$ cat src/rtl/y_demux1to4_reg_pkg.sv
// ---------------------------------------------------------------------------
// y_demux1to4_reg_pkg
// Shared definitions for the registered 1-to-4 demultiplexer:
//   LANES / SEL_W       lane count and select width
//   LANE0..LANE3        lane index constants used by the select decode
//   DEF_SIZE/DEF_CNT_W  default data and delivery-counter widths
//   lane_rec_t          lane record (valid + data) at the default width
// ---------------------------------------------------------------------------
package y_demux1to4_reg_pkg;

    localparam int LANES     = 4;
    localparam int SEL_W     = 2;
    localparam int DEF_SIZE  = 32;
    localparam int DEF_CNT_W = 8;

    localparam logic [SEL_W-1:0] LANE0 = 2'd0;
    localparam logic [SEL_W-1:0] LANE1 = 2'd1;
    localparam logic [SEL_W-1:0] LANE2 = 2'd2;
    localparam logic [SEL_W-1:0] LANE3 = 2'd3;

    // A package typedef cannot take a module parameter, so the lane
    // sub-module re-declares this record with its own SIZE; this one
    // documents the layout and serves default-width users.
    typedef struct packed {
        logic                valid;
        logic [DEF_SIZE-1:0] data;
    } lane_rec_t;

endpackage : y_demux1to4_reg_pkg

$ cat src/rtl/y_demux_lane.sv
// ---------------------------------------------------------------------------
// y_demux_lane
// One-entry register slice for a single demux output lane.
//   clk, rst_n   clock, synchronous active-low reset
//   load         write load_data into the slice this cycle
//   load_data    word to capture
//   take         consumer takes the held word this cycle
//   lane_ready   slice can accept a word this cycle (empty or draining)
//   valid, data  registered lane contents
//   cnt          wrapping count of words delivered from this lane
// ---------------------------------------------------------------------------
module y_demux_lane
    import y_demux1to4_reg_pkg::*;
#(
    parameter int SIZE  = DEF_SIZE,
    parameter int CNT_W = DEF_CNT_W
) (
    input  logic             clk,
    input  logic             rst_n,
    input  logic             load,
    input  logic [SIZE-1:0]  load_data,
    input  logic             take,
    output logic             lane_ready,
    output logic             valid,
    output logic [SIZE-1:0]  data,
    output logic [CNT_W-1:0] cnt
);

    typedef struct packed {
        logic            valid;
        logic [SIZE-1:0] data;
    } rec_t;

    rec_t             rec_r;
    rec_t             rec_s;
    logic [CNT_W-1:0] cnt_r;
    logic [CNT_W-1:0] cnt_s;
    logic             deliver_s;
    logic             accept_s;

    // Next-state for the holding register and the delivery counter.
    always_comb begin
        rec_s     = rec_r;
        cnt_s     = cnt_r;
        deliver_s = rec_r.valid & take;
        // A load is only honoured when the slice has room, so a stalled
        // word can never be overwritten even if the caller misbehaves.
        accept_s  = load & ((~rec_r.valid) | take);
        if (accept_s) begin
            rec_s.valid = 1'b1;
            rec_s.data  = load_data;
        end else if (deliver_s) begin
            rec_s.valid = 1'b0;
        end else begin
            rec_s.valid = rec_r.valid;
        end
        if (deliver_s) begin
            cnt_s = cnt_r + {{(CNT_W-1){1'b0}}, 1'b1};
        end else begin
            cnt_s = cnt_r;
        end
    end

    // Lane state registers with synchronous active-low reset.
    always_ff @(posedge clk) begin
        if (!rst_n) begin
            rec_r <= '0;
            cnt_r <= '0;
        end else begin
            rec_r <= rec_s;
            cnt_r <= cnt_s;
        end
    end

    assign lane_ready = (~rec_r.valid) | take;
    assign valid      = rec_r.valid;
    assign data       = rec_r.data;
    assign cnt        = cnt_r;

endmodule : y_demux_lane

$ cat src/rtl/y_demux1to4_reg.sv
// ---------------------------------------------------------------------------
// y_demux1to4_reg
// Registered 1-to-4 demultiplexer: one producer word per handshake is
// routed by in_sel into one of four independent one-entry lanes.
//   clk, rst_n              clock, synchronous active-low reset
//   in_valid/in_ready       producer handshake (in_ready combinational)
//   in_data, in_sel         word and destination lane
//   out_valid[3:0]          lane k holds a word
//   out_ready[3:0]          consumer k takes lane k
//   out_data0..out_data3    lane data registers
//   cnt0..cnt3              wrapping per-lane delivery counters
//   busy                    any lane holds a word
// ---------------------------------------------------------------------------
module y_demux1to4_reg
    import y_demux1to4_reg_pkg::*;
#(
    parameter int SIZE  = DEF_SIZE,
    parameter int CNT_W = DEF_CNT_W
) (
    input  logic             clk,
    input  logic             rst_n,
    input  logic             in_valid,
    output logic             in_ready,
    input  logic [SIZE-1:0]  in_data,
    input  logic [SEL_W-1:0] in_sel,
    output logic [LANES-1:0] out_valid,
    input  logic [LANES-1:0] out_ready,
    output logic [SIZE-1:0]  out_data0,
    output logic [SIZE-1:0]  out_data1,
    output logic [SIZE-1:0]  out_data2,
    output logic [SIZE-1:0]  out_data3,
    output logic [CNT_W-1:0] cnt0,
    output logic [CNT_W-1:0] cnt1,
    output logic [CNT_W-1:0] cnt2,
    output logic [CNT_W-1:0] cnt3,
    output logic             busy
);

    logic [LANES-1:0] lane_ready_s;
    logic [LANES-1:0] load_s;
    logic [SIZE-1:0]  lane_data_s [LANES];
    logic [CNT_W-1:0] lane_cnt_s  [LANES];

    // in_ready follows only the selected lane and is held low during reset.
    always_comb begin
        in_ready = 1'b0;
        if (rst_n) begin
            case (in_sel)
                LANE0:   in_ready = lane_ready_s[0];
                LANE1:   in_ready = lane_ready_s[1];
                LANE2:   in_ready = lane_ready_s[2];
                LANE3:   in_ready = lane_ready_s[3];
                default: in_ready = 1'b0;
            endcase
        end else begin
            in_ready = 1'b0;
        end
    end

    // One-hot load strobe for the lane that accepts this cycle.
    always_comb begin
        load_s = 4'b0000;
        if (in_valid && in_ready) begin
            case (in_sel)
                LANE0:   load_s = 4'b0001;
                LANE1:   load_s = 4'b0010;
                LANE2:   load_s = 4'b0100;
                LANE3:   load_s = 4'b1000;
                default: load_s = 4'b0000;
            endcase
        end else begin
            load_s = 4'b0000;
        end
    end

    for (genvar k = 0; k < LANES; k++) begin : g_lane
        y_demux_lane #(
            .SIZE  (SIZE),
            .CNT_W (CNT_W)
        ) u_lane (
            .clk        (clk),
            .rst_n      (rst_n),
            .load       (load_s[k]),
            .load_data  (in_data),
            .take       (out_ready[k]),
            .lane_ready (lane_ready_s[k]),
            .valid      (out_valid[k]),
            .data       (lane_data_s[k]),
            .cnt        (lane_cnt_s[k])
        );
    end

    assign out_data0 = lane_data_s[0];
    assign out_data1 = lane_data_s[1];
    assign out_data2 = lane_data_s[2];
    assign out_data3 = lane_data_s[3];
    assign cnt0      = lane_cnt_s[0];
    assign cnt1      = lane_cnt_s[1];
    assign cnt2      = lane_cnt_s[2];
    assign cnt3      = lane_cnt_s[3];
    assign busy      = |out_valid;

endmodule : y_demux1to4_reg
$ cat config.mk
export PLATFORM = sky130hd
export DESIGN_NAME = y_demux1to4_reg
export DESIGN_NICKNAME = d
export VERILOG_FILES = /design/src/rtl/y_demux1to4_reg_pkg.sv /design/src/rtl/y_demux_lane.sv /design/src/rtl/y_demux1to4_reg.sv
export SDC_FILE = /design/constraint.sdc
export NUM_CORES = 1
export LEC_CHECK = 0
export BUFFER_PORTS_ARGS = -buffer_cell sky130_fd_sc_hd__buf_2
export CORE_ASPECT_RATIO = 1.4
export CORE_MARGIN = 2
export CORE_UTILIZATION = 45
export CTS_CLUSTER_DIAMETER = 200
export DETAILED_ROUTE_END_ITERATION = 10
export PLACE_DENSITY = 0.79
export SLEW_MARGIN = 30
export SYNTH_ARGS = -nofsm -noshare
export SYNTH_HDL_FRONTEND = slang
export SYNTH_HIERARCHICAL = 1
export SYNTH_SLANG_ARGS = --single-unit
$ cat constraint.sdc
create_clock -name clk -period 6.01 [get_ports clk]
set_clock_uncertainty 0.1 [all_clocks]
set_input_delay 1.202 -clock clk [delete_from_list [all_inputs] [get_ports clk]]
set_output_delay 1.202 -clock clk [all_outputs]
set_load 0.05 [all_outputs]
==> summary.md <==
| Metric | Value |
|---|---|
| Syn Std Cell Area | 6430 sq um |
| Final-report max-slew violation count | 0 |
| Unrepaired setup endpoints after global routing | false |
| Die width | 105 microns |
| Clock Power Share | 46.8% |
| Net count, final | 993 |
| Rel. slew slack | 39.6% |
| Switching share of power | 24.5% |
| Detail Route Antenna Nets | 0 |
| CTS tree | done |
| Maximum capacitance violations | 0 |
| Max Clock Freq | 0.243 GHz |
| Routability cong. | 0.866 |
| Post-CTS setup buffer count | 0 |
| Final setup vio count | 0 |
| Total track usage | 26.3% |
| # rows | 51 |
| Hold buffers post-CTS | 0 |
| Final cycle utilization of the critical path | 68.6% |
| Core area | 14000 sq um |
| Reg power frac | 45.1% |
| Largest net degree at the start of global routing | 42 |
| Antenna fix cells | 0 |
| DR vias | 6607 |
| Setup TNS | 0 ns |
| Post-layout util | 58.5% |
| PostCTS Resize Cnt | 0 |
| Clock Latency Late Sink | 0.42 ns |
| Seq cells post-synth | 164 |
| # IOs | 207 |
| Pwr dens | 303 nW/um^2 |
| Combinational cell fraction of total power | 8.2% |
| H-tree levels | 4 |
| Clock buffer depth | 2 |
| Min Tclk post-route | 4.12 ns |
| Initial antenna violation count | 0 |
| Synth Net Count | 820 |
| DRT iter0 DRCs | 367 |
| Avg WL per Cell | 18.0 microns |
| Slowest stage delay, CP | 0.47 ns |
| R2r setup slk | 2.88 ns |
| Residual DRC count | 0 |
| Drt first pass iters | 5 |
| Synthesis-to-layout area growth | 27.0% |
| Clk pin slew, worst setup/hold paths | 0.06 ns |
| Status | complete, no violations |
| Peak VDD IR | 0.168 mV |
| Hold Path Class | reg2reg |
| Grt total ovfl | 0 |
| Vias per inst | 5.77 |
| Area contributors post-synth | dfxtp_1, a21oi_1, nand3_1 |
| Crit end category | output pin |
| Die area | 15300 sq um |
| Crit path cell chain | buf_2 > and2b_1 > buf_4 > clkinv_1 > mux4_2 > and2_1 > buf_2 |
| First-pass GRT wire length | 32000 microns |
| Leak pwr | 3.31 nW |
| Share of cells above drive strength 1 | 27.2% |
| Vias in the first global route | 5912 |
| Final Hold Viols | 0 |
| Post-synth top area share | 51.0% |
| Internal | 1.87 mW |
| Synth Area per Inst | 8.30 sq um |
| Crit-path max FO | 33 |
| Worst EP required | 4.71 ns |
| Post-Syn Instances | 775 |
| Clock tree root driver cell | clkbuf_16 |
| CTS sink cnt | 164 |
| Distinct cells, synth | 22 |
| Worst-Margin Slew | 0.904 ns |
| Critical path arrival | 2.82 ns |
| Most frequent CP cell | buf_2 |
| Synth area leader | dfxtp_1 |
| CTS Buf Count | 17 |
| Die H | 145 microns |
| Starting density of the core | 46.0% |
| CP Class | in2out |
| P_sw | 608 uW |
| WL final | 20600 microns |
| Port-buffer cells | 206 |
| Critical Path Source Type | input pin |
| Sequential share of the synthesized area | 51.0% |
| Dpl hpwl | 14100 microns |
| Slowest CP cell | mux4_2 |
| YS warnings | 6 |
[state kept, by name, indices dropped and copies added (netlist names)]
| register | cells |
|---|---|
| g_lane.u_lane/valid | 4 |
| g_lane.u_lane/data | 128 |
| g_lane.u_lane/cnt | 32 |
[final cells by class]
class / instances / area (sq um)
fillers: 1282 / 5800
flip-flops and latches: 164 / 3280
multi-input cells: 527 / 2810
repair buffers: 222 / 1150
clock buffers: 21 / 460
well taps: 185 / 231
clock inverters: 11 / 175
inverters: 16 / 60.1
[cells by family (layout without fill, tap and decap cells)]
group	Yosys count	count (layout)	synth area share [%]
and+or+nand+nor	210	210	17.0
DFF	164	164	51.0
adders and majority gates	4	4	0.778
xor gates and xnor gates	8	8	1.09
muxes	1	1	0.350
buffers and inverters	84	270	5.60
AOI/OAI and AO/OA	304	304	24.1
[path summary, 6_finish.rpt]
check                                                            from                                      to  cells after the start
worst min-delay path            g_lane[0].u_lane/data[0]$_SDFFE_PN0P_   g_lane[0].u_lane/data[0]$_SDFFE_PN0P_                      2
worst min register to register  g_lane[0].u_lane/data[0]$_SDFFE_PN0P_   g_lane[0].u_lane/data[0]$_SDFFE_PN0P_                      2
worst max register to register    g_lane[2].u_lane/valid$_SDFFE_PN0P_  g_lane[2].u_lane/data[28]$_SDFFE_PN0P_                      9
worst max-delay path                                     out_ready[3]                                in_ready                      7
[synthesized netlist by cell type]
cell      number
ha_1           4
or3_1          8
clkbuf_1      56
and2b_1        4
nor4b_1        1
a21oi_1      156
mux4_2         1
nor2_1         9
inv_1         12
o31ai_1       12
nand3_1      149
nand2_1       19
o21ai_0      136
dfxtp_1      164
nor3_1         1
clkinv_1       4
or4_1         13
nor3b_1        1
xor2_1         8
nand3_2        4
and2_1         1
buf_4         12
[placed cells by master (no fill, tap or decap), types with 13 or more instances in the layout]
master,count
clkbuf_16,17
nand3_1,149
a21oi_1,156
buf_4,16
dfxtp_1,164
nand2_1,19
or4_1,13
buf_2,206
o21ai_0,136
[stage by stage]
| stage | hold slack (ns) | worst slack (ns) | instance area (sq um) | power (mW) | cells |
|---|---|---|---|---|---|
| detailed placement | 0.363 | 1.89 | 7530 | 1.34 | 1114 |
| CTS | 0.372 | 1.89 | 8170 | 2.49 | 1146 |
| floorplan | 0.604 | 2.13 | 6430 | 1.27 | 775 |
| finish | 0.370 | 1.89 | 8170 | 2.48 | 1146 |
| global route | 0.390 | 1.82 | 8170 | 2.55 | 1146 |
| global placement | 0.357 | 1.90 | 7530 | 1.34 | 1114 |
[power by group through the flow]
| stage | clock network (mW) | registers [mW] | logic [mW] |
|---|---|---|---|
| floorplan | 0 | 1.21 | 0.0606 |
| global placement | 0 | 1.14 | 0.199 |
| detailed placement | 0 | 1.14 | 0.200 |
| CTS | 1.17 | 1.12 | 0.200 |
| global route | 1.22 | 1.12 | 0.212 |
| finish | 1.16 | 1.12 | 0.202 |
[critical path: cells and delay by family]
| family | cells | cell delay (ns) |
|---|---|---|
| buffers and inverters | 4 | 0.78 |
| muxes | 1 | 0.47 |
| and+or+nand+nor | 2 | 0.36 |
[per-layer routing]
metal / wire length [microns] / GRT usage, %
met5: 0 / 0
met4: 898 / 13.6
met3: 1480 / 6.49
met2: 10200 / 43.7
met1: 8070 / 31.3
(Power assumes the default switching activity.)
